[config.mk]
export PLATFORM = sky130hd
export DESIGN_NAME = serial_adder
export DESIGN_NICKNAME = d
export VERILOG_FILES = /design/src/rtl/adder_pkg.sv /design/src/rtl/digit_adder.sv /design/src/rtl/serial_adder.sv
export SDC_FILE = /design/constraint.sdc
export NUM_CORES = 1
export LEC_CHECK = 0
export ABC_AREA = 1
export BUFFER_PORTS_ARGS = -buffer_cell sky130_fd_sc_hd__buf_2
export CAP_MARGIN = 10
export CORE_ASPECT_RATIO = 1.75
export CORE_MARGIN = 8
export CORE_UTILIZATION = 40
export DETAILED_ROUTE_END_ITERATION = 7
export SYNTH_ARGS = -nofsm -noshare
export SYNTH_HDL_FRONTEND = slang
export SYNTH_HIERARCHICAL = 1
export SYNTH_SLANG_ARGS = --single-unit
[constraint.sdc]
create_clock -name clk -period 5.4 [get_ports clk]
set_clock_uncertainty 0.1 [all_clocks]
set_input_delay 0.27 -clock clk [delete_from_list [all_inputs] [get_ports clk]]
set_output_delay 0.27 -clock clk [all_outputs]
set_load 0.05 [all_outputs]
[src/rtl/adder_pkg.sv]
// Shared definitions for the digit-serial adder/subtractor: mode encodings,
// FSM states and the digit-count helper used for elaboration checks.
package adder_pkg;

  localparam logic MODE_ADD = 1'b0;
  localparam logic MODE_SUB = 1'b1;

  typedef enum logic [0:0] {
    IDLE = 1'b0,
    RUN  = 1'b1
  } state_t;

  // Number of digit slices; 0 flags a DIGIT that does not tile WIDTH.
  function automatic int digit_count(input int width, input int digit);
    if (digit < 1 || digit > width) begin
      return 0;
    end else if ((width % digit) != 0) begin
      return 0;
    end else begin
      return width / digit;
    end
  endfunction

endpackage

[src/rtl/digit_adder.sv]
// DIGIT-bit combinational ripple slice. Also reports the carry into its top
// bit so the caller can derive signed overflow on the final slice.
module digit_adder #(
  parameter int DIGIT = 2
) (
  input  logic [DIGIT-1:0] a,
  input  logic [DIGIT-1:0] b,
  input  logic             cin,
  output logic [DIGIT-1:0] sum,
  output logic             cout,
  output logic             c_msb
);

  // Ripple through the slice; c_msb keeps the carry entering the last bit.
  always_comb begin
    logic c;
    c     = cin;
    sum   = '0;
    c_msb = 1'b0;
    for (int i = 0; i < DIGIT; i++) begin
      c_msb  = c;
      sum[i] = a[i] ^ b[i] ^ c;
      c      = (a[i] & b[i]) | (c & (a[i] ^ b[i]));
    end
    cout = c;
  end

endmodule

[src/rtl/serial_adder.sv]
// Digit-serial adder/subtractor: consumes DIGIT bits per clock, LSB digit
// first, and publishes sum/carry/overflow with a one-cycle done pulse.
module serial_adder
  import adder_pkg::*;
#(
  parameter int WIDTH = 8,
  parameter int DIGIT = 2
) (
  input  logic             clk,
  input  logic             reset,
  input  logic             start,
  input  logic [WIDTH-1:0] data0,
  input  logic [WIDTH-1:0] data1,
  input  logic             mode,
  output logic             busy,
  output logic             done,
  output logic [WIDTH-1:0] final_sum,
  output logic             final_carry_out,
  output logic             overflow
);

  localparam int N  = digit_count(WIDTH, DIGIT);
  localparam int CW = (N > 1) ? $clog2(N) : 1;

  if (N < 1) begin : g_illegal_digit
    $fatal(1, "serial_adder: DIGIT must divide WIDTH and lie in 1..WIDTH");
  end

  state_t                 state;
  state_t                 state_next;
  logic [WIDTH-1:0]       a_sh;
  logic [WIDTH-1:0]       b_sh;
  logic [WIDTH-1:0]       res;
  logic                   carry;
  logic [CW-1:0]          cnt;
  logic                   last;
  logic [DIGIT-1:0]       dsum;
  logic                   dcout;
  logic                   dcmsb;
  logic [WIDTH+DIGIT-1:0] res_cat;
  logic [WIDTH-1:0]       res_next;

  digit_adder #(
    .DIGIT (DIGIT)
  ) u_digit (
    .a     (a_sh[DIGIT-1:0]),
    .b     (b_sh[DIGIT-1:0]),
    .cin   (carry),
    .sum   (dsum),
    .cout  (dcout),
    .c_msb (dcmsb)
  );

  // New digits enter at the top, so after N shifts digit 0 sits at the LSB.
  assign res_cat  = {dsum, res};
  assign res_next = res_cat[WIDTH+DIGIT-1:DIGIT];
  assign last     = (cnt == CW'(N - 1));

  // FSM state register.
  always_ff @(posedge clk or posedge reset) begin
    if (reset) begin
      state <= IDLE;
    end else begin
      state <= state_next;
    end
  end

  // Next-state logic.
  always_comb begin
    state_next = state;
    case (state)
      IDLE:    state_next = start ? RUN : IDLE;
      RUN:     state_next = last ? IDLE : RUN;
      default: state_next = IDLE;
    endcase
  end

  // Operand capture, digit datapath and output registers.
  always_ff @(posedge clk or posedge reset) begin
    if (reset) begin
      a_sh            <= '0;
      b_sh            <= '0;
      res             <= '0;
      carry           <= 1'b0;
      cnt             <= '0;
      busy            <= 1'b0;
      done            <= 1'b0;
      final_sum       <= '0;
      final_carry_out <= 1'b0;
      overflow        <= 1'b0;
    end else begin
      done <= 1'b0;
      case (state)
        IDLE: begin
          if (start) begin
            // Subtract is A + ~B + 1, the +1 entering as the initial carry.
            a_sh  <= data0;
            b_sh  <= (mode == MODE_ADD) ? data1 : ~data1;
            carry <= (mode == MODE_SUB);
            cnt   <= '0;
            busy  <= 1'b1;
          end
        end
        RUN: begin
          a_sh  <= a_sh >> DIGIT;
          b_sh  <= b_sh >> DIGIT;
          res   <= res_next;
          carry <= dcout;
          cnt   <= cnt + CW'(1);
          if (last) begin
            final_sum       <= res_next;
            final_carry_out <= dcout;
            overflow        <= dcmsb ^ dcout;
            done            <= 1'b1;
            busy            <= 1'b0;
          end
        end
        default: begin
          busy <= 1'b0;
        end
      endcase
    end
  end

endmodule

==> run summary, run 1 <==
Port buffering added 31 buffers. The run gives 2 as the maximum level of the CTS H-tree. The logs give 1930 µm² for the placed standard-cell area and 287 for the placed instance count.

At the worst endpoint, the required time is 5480 ps. The clock-pin slew reported for the worst setup and hold paths after clock tree synthesis came out at 70 ps. The proportion of layout cells with a drive suffix above 1 is 0.205. The count of nets left with antenna violations once routing finished came out at 0. The sequential-to-total area share from yosys stat is 0.540, and the number of pins exceeding their max-slew limit in the final report is 0. The tools report the final instance area as 2040 µm². Ranked by total cell area, the synthesized netlist is headed by dfrtp_1 54%, nand2_1 21%, inv_1 5.5%.

Counting every sink on the clock net gives 38. The slew at the pin with the worst max-slew slack is 472 ps, and the site row count is 32. The setup slack of the worst register-to-register path is 3560 ps, and the overall power after layout is 1100 µW. In the detailed route, the total length drawn on met3 is 196 µm. Relative to the synthesized area, the layout overhead comes to 15.6%.

The number of clock buffers added by TritonCTS is 5. Top layer reached by signal wires: met4. The library cell with the largest summed area after synthesis is dfrtp_1. The kind of critical path is reg2reg. The number of antenna diodes in the final layout is 0. Setup repair after global routing left no endpoint under its margin.

Averaged over all synthesized cells, the footprint is 8.35 µm². The congestion estimate from routability-driven global placement came to 0.741. Proportion of netlist area held by the largest area contributor: 0.540. The total overflow reported by the global router is 0, and the post-synthesis sequential element count is 38. The number of antenna violations at the first check in global routing is 0, and the max-capacitance violation count is 0. In the layout the commonest cells are 99 x nand2_1, 38 x dfrtp_1, 31 x buf_2. The worst setup path is captured at a flop.

The die covers 6870 µm². The run gives 32 as the I/O pin total. Power spread over the standard cell area amounts to 539 nW/µm². The part of the cycle the worst path needs came out at 0.341. Most common cell after layout, fill and taps aside: nand2_1.

The worst-case IR drop observed on VDD is 0.000299 V. The number of library cell types mapped by synthesis came out at 18. TritonCTS built the clock tree.

The routed design has 3180 µm of wire. The per-cell routed wire length was 10.8 µm; the overall track demand over capacity in global routing was 0.106. The longest clock path from root to sink contains 2 buffers.

The tools report the number of global-route vias before repair as 1383. The data arrival time of the critical path is 1920 ps. After detailed routing, the number of remaining DRC violations is 0.

The final critical delay including setup and external delays works out to 1840 ps. Counting every instance in the synthesized netlist gives 211. The logs give 1380 µm for the met1 routed wirelength after detailed routing and 0 for the final number of hold-violating endpoints. Net count after synthesis: 235. From bottom edge to top edge, the die measures 104 µm.

Clock tree synthesis selected as its root buffer the cell clkbuf_8. After detailed routing, the number of vias per cell comes to 4.55. The starting density of the core came out at 0.407. Along the worst path, the maximum fanout reaches 3. Static timing analysis puts the maximum clock frequency at 543 MHz.

From left edge to right edge, the die measures 66.2 µm. The first global-routing pass estimated 5820 µm of wire. The routed layout has 1343 vias.

The pin count of the biggest net entering global routing was 39; the first-pass iteration count of the detailed router was 4. For the accumulated negative setup slack, the log shows 0 ps. Leaving out filler cells and counting taps, the final layout contains 295. The tightest min-delay check is of the in2reg type. The worst setup path is launched from a flop. In this run, the number of DRC markers left after iteration 0 of detailed routing was 50.

The clock latency reported for the late side of the worst-skew pair came out at 280 ps. Worst relative slew slack: 0.685. The HPWL after detailed placement is 2300 µm.

The flow ran to the end, and the final reports show no timing, DRC or antenna violations. The static leakage power was 0.00119 µW; the netlist area before placement was 1760 µm². The final layout contains 269 nets. The met2 routed wirelength was 1550 µm. The core region is 4320 µm². Setup violations remaining at the end of the flow were counted as 0.

The run gives 6 as the number of warnings reported in the yosys synthesis log.
==> final cells by class <==
class	count	area, µm²
Inverter	27	101
Clock buffer	6	82.6
Sequential cell	38	951
Fill cell	456	2290
Tap cell	51	63.8
Multi-Input combinational cell	138	646
Timing Repair Buffer	35	191
==> power breakdown <==
group          internal (µW)  switching, µW  leakage (µW)
registers                395           68.9      0.000495
clock network           98.4           90.1     0.0000431
logic                    136            308      0.000651
total                    629            467       0.00119
==> kinds of logic (layout without fill, tap and decap cells) <==
group	after synthesis	after routing	share of synthesized area
adder cells (fa/ha/maj)	4	4	0.0369
AND/OR/NAND/NOR	113	113	0.254
flip-flops	38	38	0.540
buffers and inverters	35	68	0.0937
AO/OA/AOI/OAI	21	21	0.0760
==> routing by layer <==
metal | up-vias | track usage
li1 | 703 | -
met1 | 605 | 0.114
met2 | 30 | 0.179
met3 | 5 | 0.0345
met4 | 0 | 0.0461
met5 | - | 0
==> worst max-delay path, stage by stage (launching register included) <==
cell     delay, ps
dfrtp_1        410
fa_1           490
fa_1           440
inv_1          110
nand2_1         50
nand3_1         80
nand2_1         50
==> timing repair <==
action / 4_1_cts / 5_1_grt
gates resized for setup: 0 / 0
setup buffers: 0 / 0
hold buffers: 1 / 0
setup endpoints to repair: 0 / 0
endpoints found under the hold margin: 22 / 0
==> final timing paths <==
kind / endpoint / from / cells after the start
min in group asynchronous: cnt[0] / reset / 4
max in group asynchronous: b_sh[7] / reset / 4
setup / recovery: overflow / a_sh[0] / 6
setup reg to reg: overflow / a_sh[0] / 6
hold / removal: a_sh[6] / data0[6] / 3
hold reg to reg: final_sum[5] / final_sum[5] / 2
==> flip-flops by register name, summed over array words and instances, names as in the netlist <==
name / cells
state: 1
done: 1
busy: 1
final_sum: 8
final_carry_out: 1
overflow: 1
b_sh: 8
carry: 1
res: 6
cnt: 2
a_sh: 8
==> metrics by stage <==
step / worst slack (ps) / utilization / hold WS, ps
CTS: 3220 / 0.468 / 73.4
finish: 3560 / 0.471 / 75.2
detailed placement: 3240 / 0.447 / 306
global placement: 3260 / 0.447 / 303
floorplan: 3690 / - / 280
global route: 3490 / 0.471 / 92.5
==> synth_stat cells (all sizes together) <==
cell and number:
dfrtp 38, nand2 100, nor2 3, o21ai 14, inv 27, nand3 10
a21oi 6, o21a 1, ha 2, buf 8, fa 2
(Power assumes the default switching activity.)
==> run 2, diff against run 1 <==
--- a/config.mk
+++ b/config.mk
@@ -5,7 +5,7 @@
 export SDC_FILE = /design/constraint.sdc
 export NUM_CORES = 1
 export LEC_CHECK = 0
-export ABC_AREA = 1
+export ABC_AREA = 0
 export BUFFER_PORTS_ARGS = -buffer_cell sky130_fd_sc_hd__buf_2
 export CAP_MARGIN = 10
 export CORE_ASPECT_RATIO = 1.75
==> constraint.sdc (replaced) <==
create_clock -name clk -period 1.7 [get_ports clk]
set_clock_uncertainty 0.1 [all_clocks]
set_input_delay 0.085 -clock clk [delete_from_list [all_inputs] [get_ports clk]]
set_output_delay 0.085 -clock clk [all_outputs]
set_load 0.05 [all_outputs]
==> run summary, run 2 <==
The tools report the endpoint required time on the critical path as 1770 ps (-3710 ps). The run gives 32 (unchanged) as the I/O pin total. STA classifies the critical path endpoint as a flop. The synthesized design spends more area on one cell type than any other, namely dfrtp_1. The CTS sink count is 38 (unchanged). The XOR/XNOR share of the synthesized area is 0.0466 (+0.0466), and the static leakage power is 0.00107 µW (-9.9%).

The tightest min-delay check is of the in2reg type. The tools report the final instance area as 2160 µm² (+6.0%). The max-capacitance violation count was 0 (unchanged). The start point of the critical path was a_sh[0]. The part of the cycle the worst path needs is 1.06 (+0.722), and the area used by multi-input combinational logic is 697 µm² (+7.9%). The tools report the overall die area as 6640 µm² (-3.3%). TritonCTS built the clock tree. The share of flip-flops with an asynchronous set or reset is 1.00 (unchanged), and the number of filler cells placed in the layout is 391 (-14%). The utilization after layout is 0.525 (+0.0539). Kind of critical path: reg2reg. Proportion of layout cells with a drive suffix above 1: 0.286 (+0.0816). The final antenna-violating net count came out at 0 (unchanged). The per-cell routed wire length is 13.3 µm (+24%). The checks that failed: setup timing. The initial detailed-routing violation count was 28 (-44%). Clock latency reported for the late side of the worst-skew pair: 280 ps (about the same). The commonest cells after synthesis are 38 x dfrtp_1, 16 x mux2_1, 12 x nand2_1. The quantity of I/O buffers inserted on ports was 31 (unchanged).

The overall track demand over capacity in global routing was 0.101 (-0.00481). In the layout the commonest cells are 38 x dfrtp_1, 31 x buf_2, 13 x mux2_1. The post-synthesis average cell area was 12.6 µm² (+51%); the die boundary height was 102 µm (-1.7%). Final critical delay including setup and external delays: 1810 ps (-33.6 ps).

Leaving out fill and tap cells, the most frequent cell in the layout is dfrtp_1. The multiplexer share of the synthesized area was 0.166 (+0.166). The logs give -107 ps (-3670 ps) for the setup slack of the critical path after layout and 7.89 ps (-67.3 ps) for the worst hold slack. The number of nets at the end of the flow came out at 208 (-23%).

The most critical setup path has its endpoint at final_carry_out. The net switching power of the design came out at 1480 µW (+220%). The slew at the pin with the worst max-slew slack came out at 468 ps (-3.99 ps). The combined flip-flop and latch cell area is 951 µm² (unchanged), and the site row count is 31 (-3.1%).

The clock-pin slew reported for the worst setup and hold paths after clock tree synthesis was 70 ps (about the same); the data arrival time of the critical path was 1880 ps (-40 ps). The adder-cell share of the synthesized area is 0.0385 (+0.00156). The run gives 5340 µm (-8.3%) as the wire length of the first global-routing pass. The end of the worst register-to-register path is final_carry_out.

The internal power summed over all cells is 2300 µW (+270%), and the post-synthesis sequential element count is 38 (unchanged). The tools report the number of warnings reported in the yosys synthesis log as 6 (unchanged). The maximum level of the CTS H-tree was 2 (unchanged). The run gives 23 (+5) as the number of library cell types mapped by synthesis.

Accumulated negative setup slack: -272 ps (-272 ps). The width of the die was 65.1 µm (-1.5%). The run gives 0.000878 V (+190%) as the worst IR drop on VDD. The startpoint identified for the worst register-to-register timing path is a_sh[0]. In the post-synthesis netlist, the biggest area contributors are dfrtp_1 56%, mux2_1 11%, mux2i_1 5.9%. The run gives -110 ps (-3670 ps) as the setup slack of the worst register-to-register path. The logs give 4 (unchanged) for the first-pass iteration count of the detailed router and 0.403 (-0.020) for the sequential power share. Count of final setup violators: 4 (+4). The fmax was 554 MHz (+1.9%); the maximum fanout encountered on the critical timing path was 2 (-1).

The run gives 158 (-33%) as the net count after synthesis. The via density per instance is 4.82 (+6.0%). Yosys instantiated no cell more often than dfrtp_1.

The switching power as a share of total power is 0.391 (-0.0348), and the total overflow reported by the global router is 0 (unchanged). The post-synthesis compound-gate area fraction works out to 0.0703 (-0.00568). Core outline area: 4110 µm² (-4.9%). The final number of hold-violating endpoints is 0 (unchanged). The weighted congestion at the end of routability-driven global placement came out at 0.707 (-4.7%). Count of inserted antenna diode cells: 0 (unchanged). Netlist area before placement: 1690 µm² (-4.0%).

The library cell used as clock root buffer was clkbuf_8. Type of element launching the critical path: a flop. The run finished, with violations left. The run gives 0 (unchanged) as the number of pins exceeding their max-slew limit in the final report.

The proportion of netlist area held by the largest area contributor works out to 0.563 (+0.0228). The tools report the final routed DRC violation total as 0 (unchanged). The routed via count was 1129 (-16%); the total power divided by cell area was 1750 nW/µm² (+230%). The number of global-route vias before repair came out at 1164 (-16%). The logs give 2300 µm (about the same) for the sum of net half-perimeters after detailed placement and 0 (unchanged) for the number of antenna violations at the first check in global routing. The clock network power share was 0.165 (-0.007); the simple-gate share of the synthesized area was 0.0814 (-0.172). The pin count of the biggest net entering global routing came out at 39 (unchanged).

The tools report the post-synthesis cell count as 134 (-36%). For the combinational power share, the log shows 0.433 (+0.028). Setup repair after global routing could not meet its margin everywhere. The worst reg-to-reg path cell count was 4 (-2). The area growth from synthesis to layout is 27.6%. The worst relative slew slack was 0.688 (+0.00266); the number of enable flip-flop cells after synthesis was 0 (unchanged). Main combinational cell family by area after synthesis: multiplexers. The sequential-to-total area share from yosys stat is 0.563 (+0.0228).

The overall power after layout is 3780 µW (+240%), and the total detailed-routing wirelength is 3120 µm (-2.0%). Maximum clock insertion buffer count: 2 (unchanged). The most common flop cell mapped by yosys is dfrtp_1. The largest registers in the layout are a_sh x8, b_sh x8, final_sum x8. The total clock buffers created by CTS was 5 (unchanged); the placed standard-cell area was 1930 µm² (-0.13%). The starting density of the core was 0.411 (+0.00373).
==> run 2: cell types whose count changed in the layout (fill, tap and decap cells not counted), sizes merged, moves of 4 or more <==
cell / before / now
a21oi: 6 / 1
xor2: 0 / 4
mux2: 0 / 16
xnor2: 0 / 5
nand2: 100 / 12
inv: 27 / 3
buf: 34 / 40
nand3: 10 / 0
o21ai: 14 / 8
mux2i: 0 / 10
dlygate4sd3: 1 / 11
==> run 2: cells by family (layout without fill, tap and decap cells) <==
kind of cell    Yosys count  after routing
buf+inv                  11             62
simple gates             28             28
mux                      26             26
xor+xnor                  9              9
flops                    38             38
fa+ha+maj                 4              4
compound gates           18             18
==> run 2: worst min path at each step <==
stage / startpoint / end / slack [ps] / cells past startpoint
6_report: data1[4] / b_sh[4] / 8 / 3
5_1_grt: data1[4] / b_sh[4] / 20 / 3
4_1_cts: data1[4] / b_sh[4] / 3 / 3
3_5_place_dp: reset / a_sh[1] / 130 / 3
3_3_place_gp: reset / final_sum[5] / 120 / 3
2_1_floorplan: data0[6] / a_sh[6] / 140 / 2
==> run 2: final cells by class <==
type	instances	share of cell area
Sequential cell	38	0.441
Multi-Input combinational cell	85	0.323
Timing Repair Buffer	51	0.160
Clock buffer	7	0.0400
Tap cell	49	0.0284
Inverter	3	0.00522
Clock inverter	1	0.00232
==> run 2: repair_timing <==
| item | CTS | global route |
|---|---|---|
| setup buffers | 1 | 2 |
| gates resized for setup | 1 | 0 |
| endpoints found under the setup margin | 4 | 5 |
| pin swaps | 3 | 2 |
| endpoints found under the hold margin | 48 | 0 |
| hold buffers | 11 | 0 |
==> run 2: metal layers <==
metal | part of all wire | track usage
met4 | 0.0067 | 0.0253
met1 | 0.40 | 0.112
met3 | 0.064 | 0.0373
met5 | 0 | 0
met2 | 0.53 | 0.177
==> run 2: power by group through the flow <==
stage | combinational, µW | sequential [µW] | clock, µW
detailed placement | 1600 | 1550 | 0
global placement | 1560 | 1520 | 0
global route | 1780 | 1580 | 685
floorplan | 774 | 1920 | 0
CTS | 1650 | 1530 | 647
finish | 1630 | 1520 | 622
==> run 2: critical path, cell delays in order (launching register included) <==
cell and delay, ps:
dfrtp_1 410, fa_2 420, fa_2 360, buf_4 140, mux2_1 270
==> run 2: through the flow <==
stage | setup WS [ps] | cells
6_report | -107 | 234
5_1_grt | -145 | 234
4_1_cts | -164 | 232
3_5_place_dp | -159 | 212
3_3_place_gp | -112 | 212
2_1_floorplan | -92.4 | 134
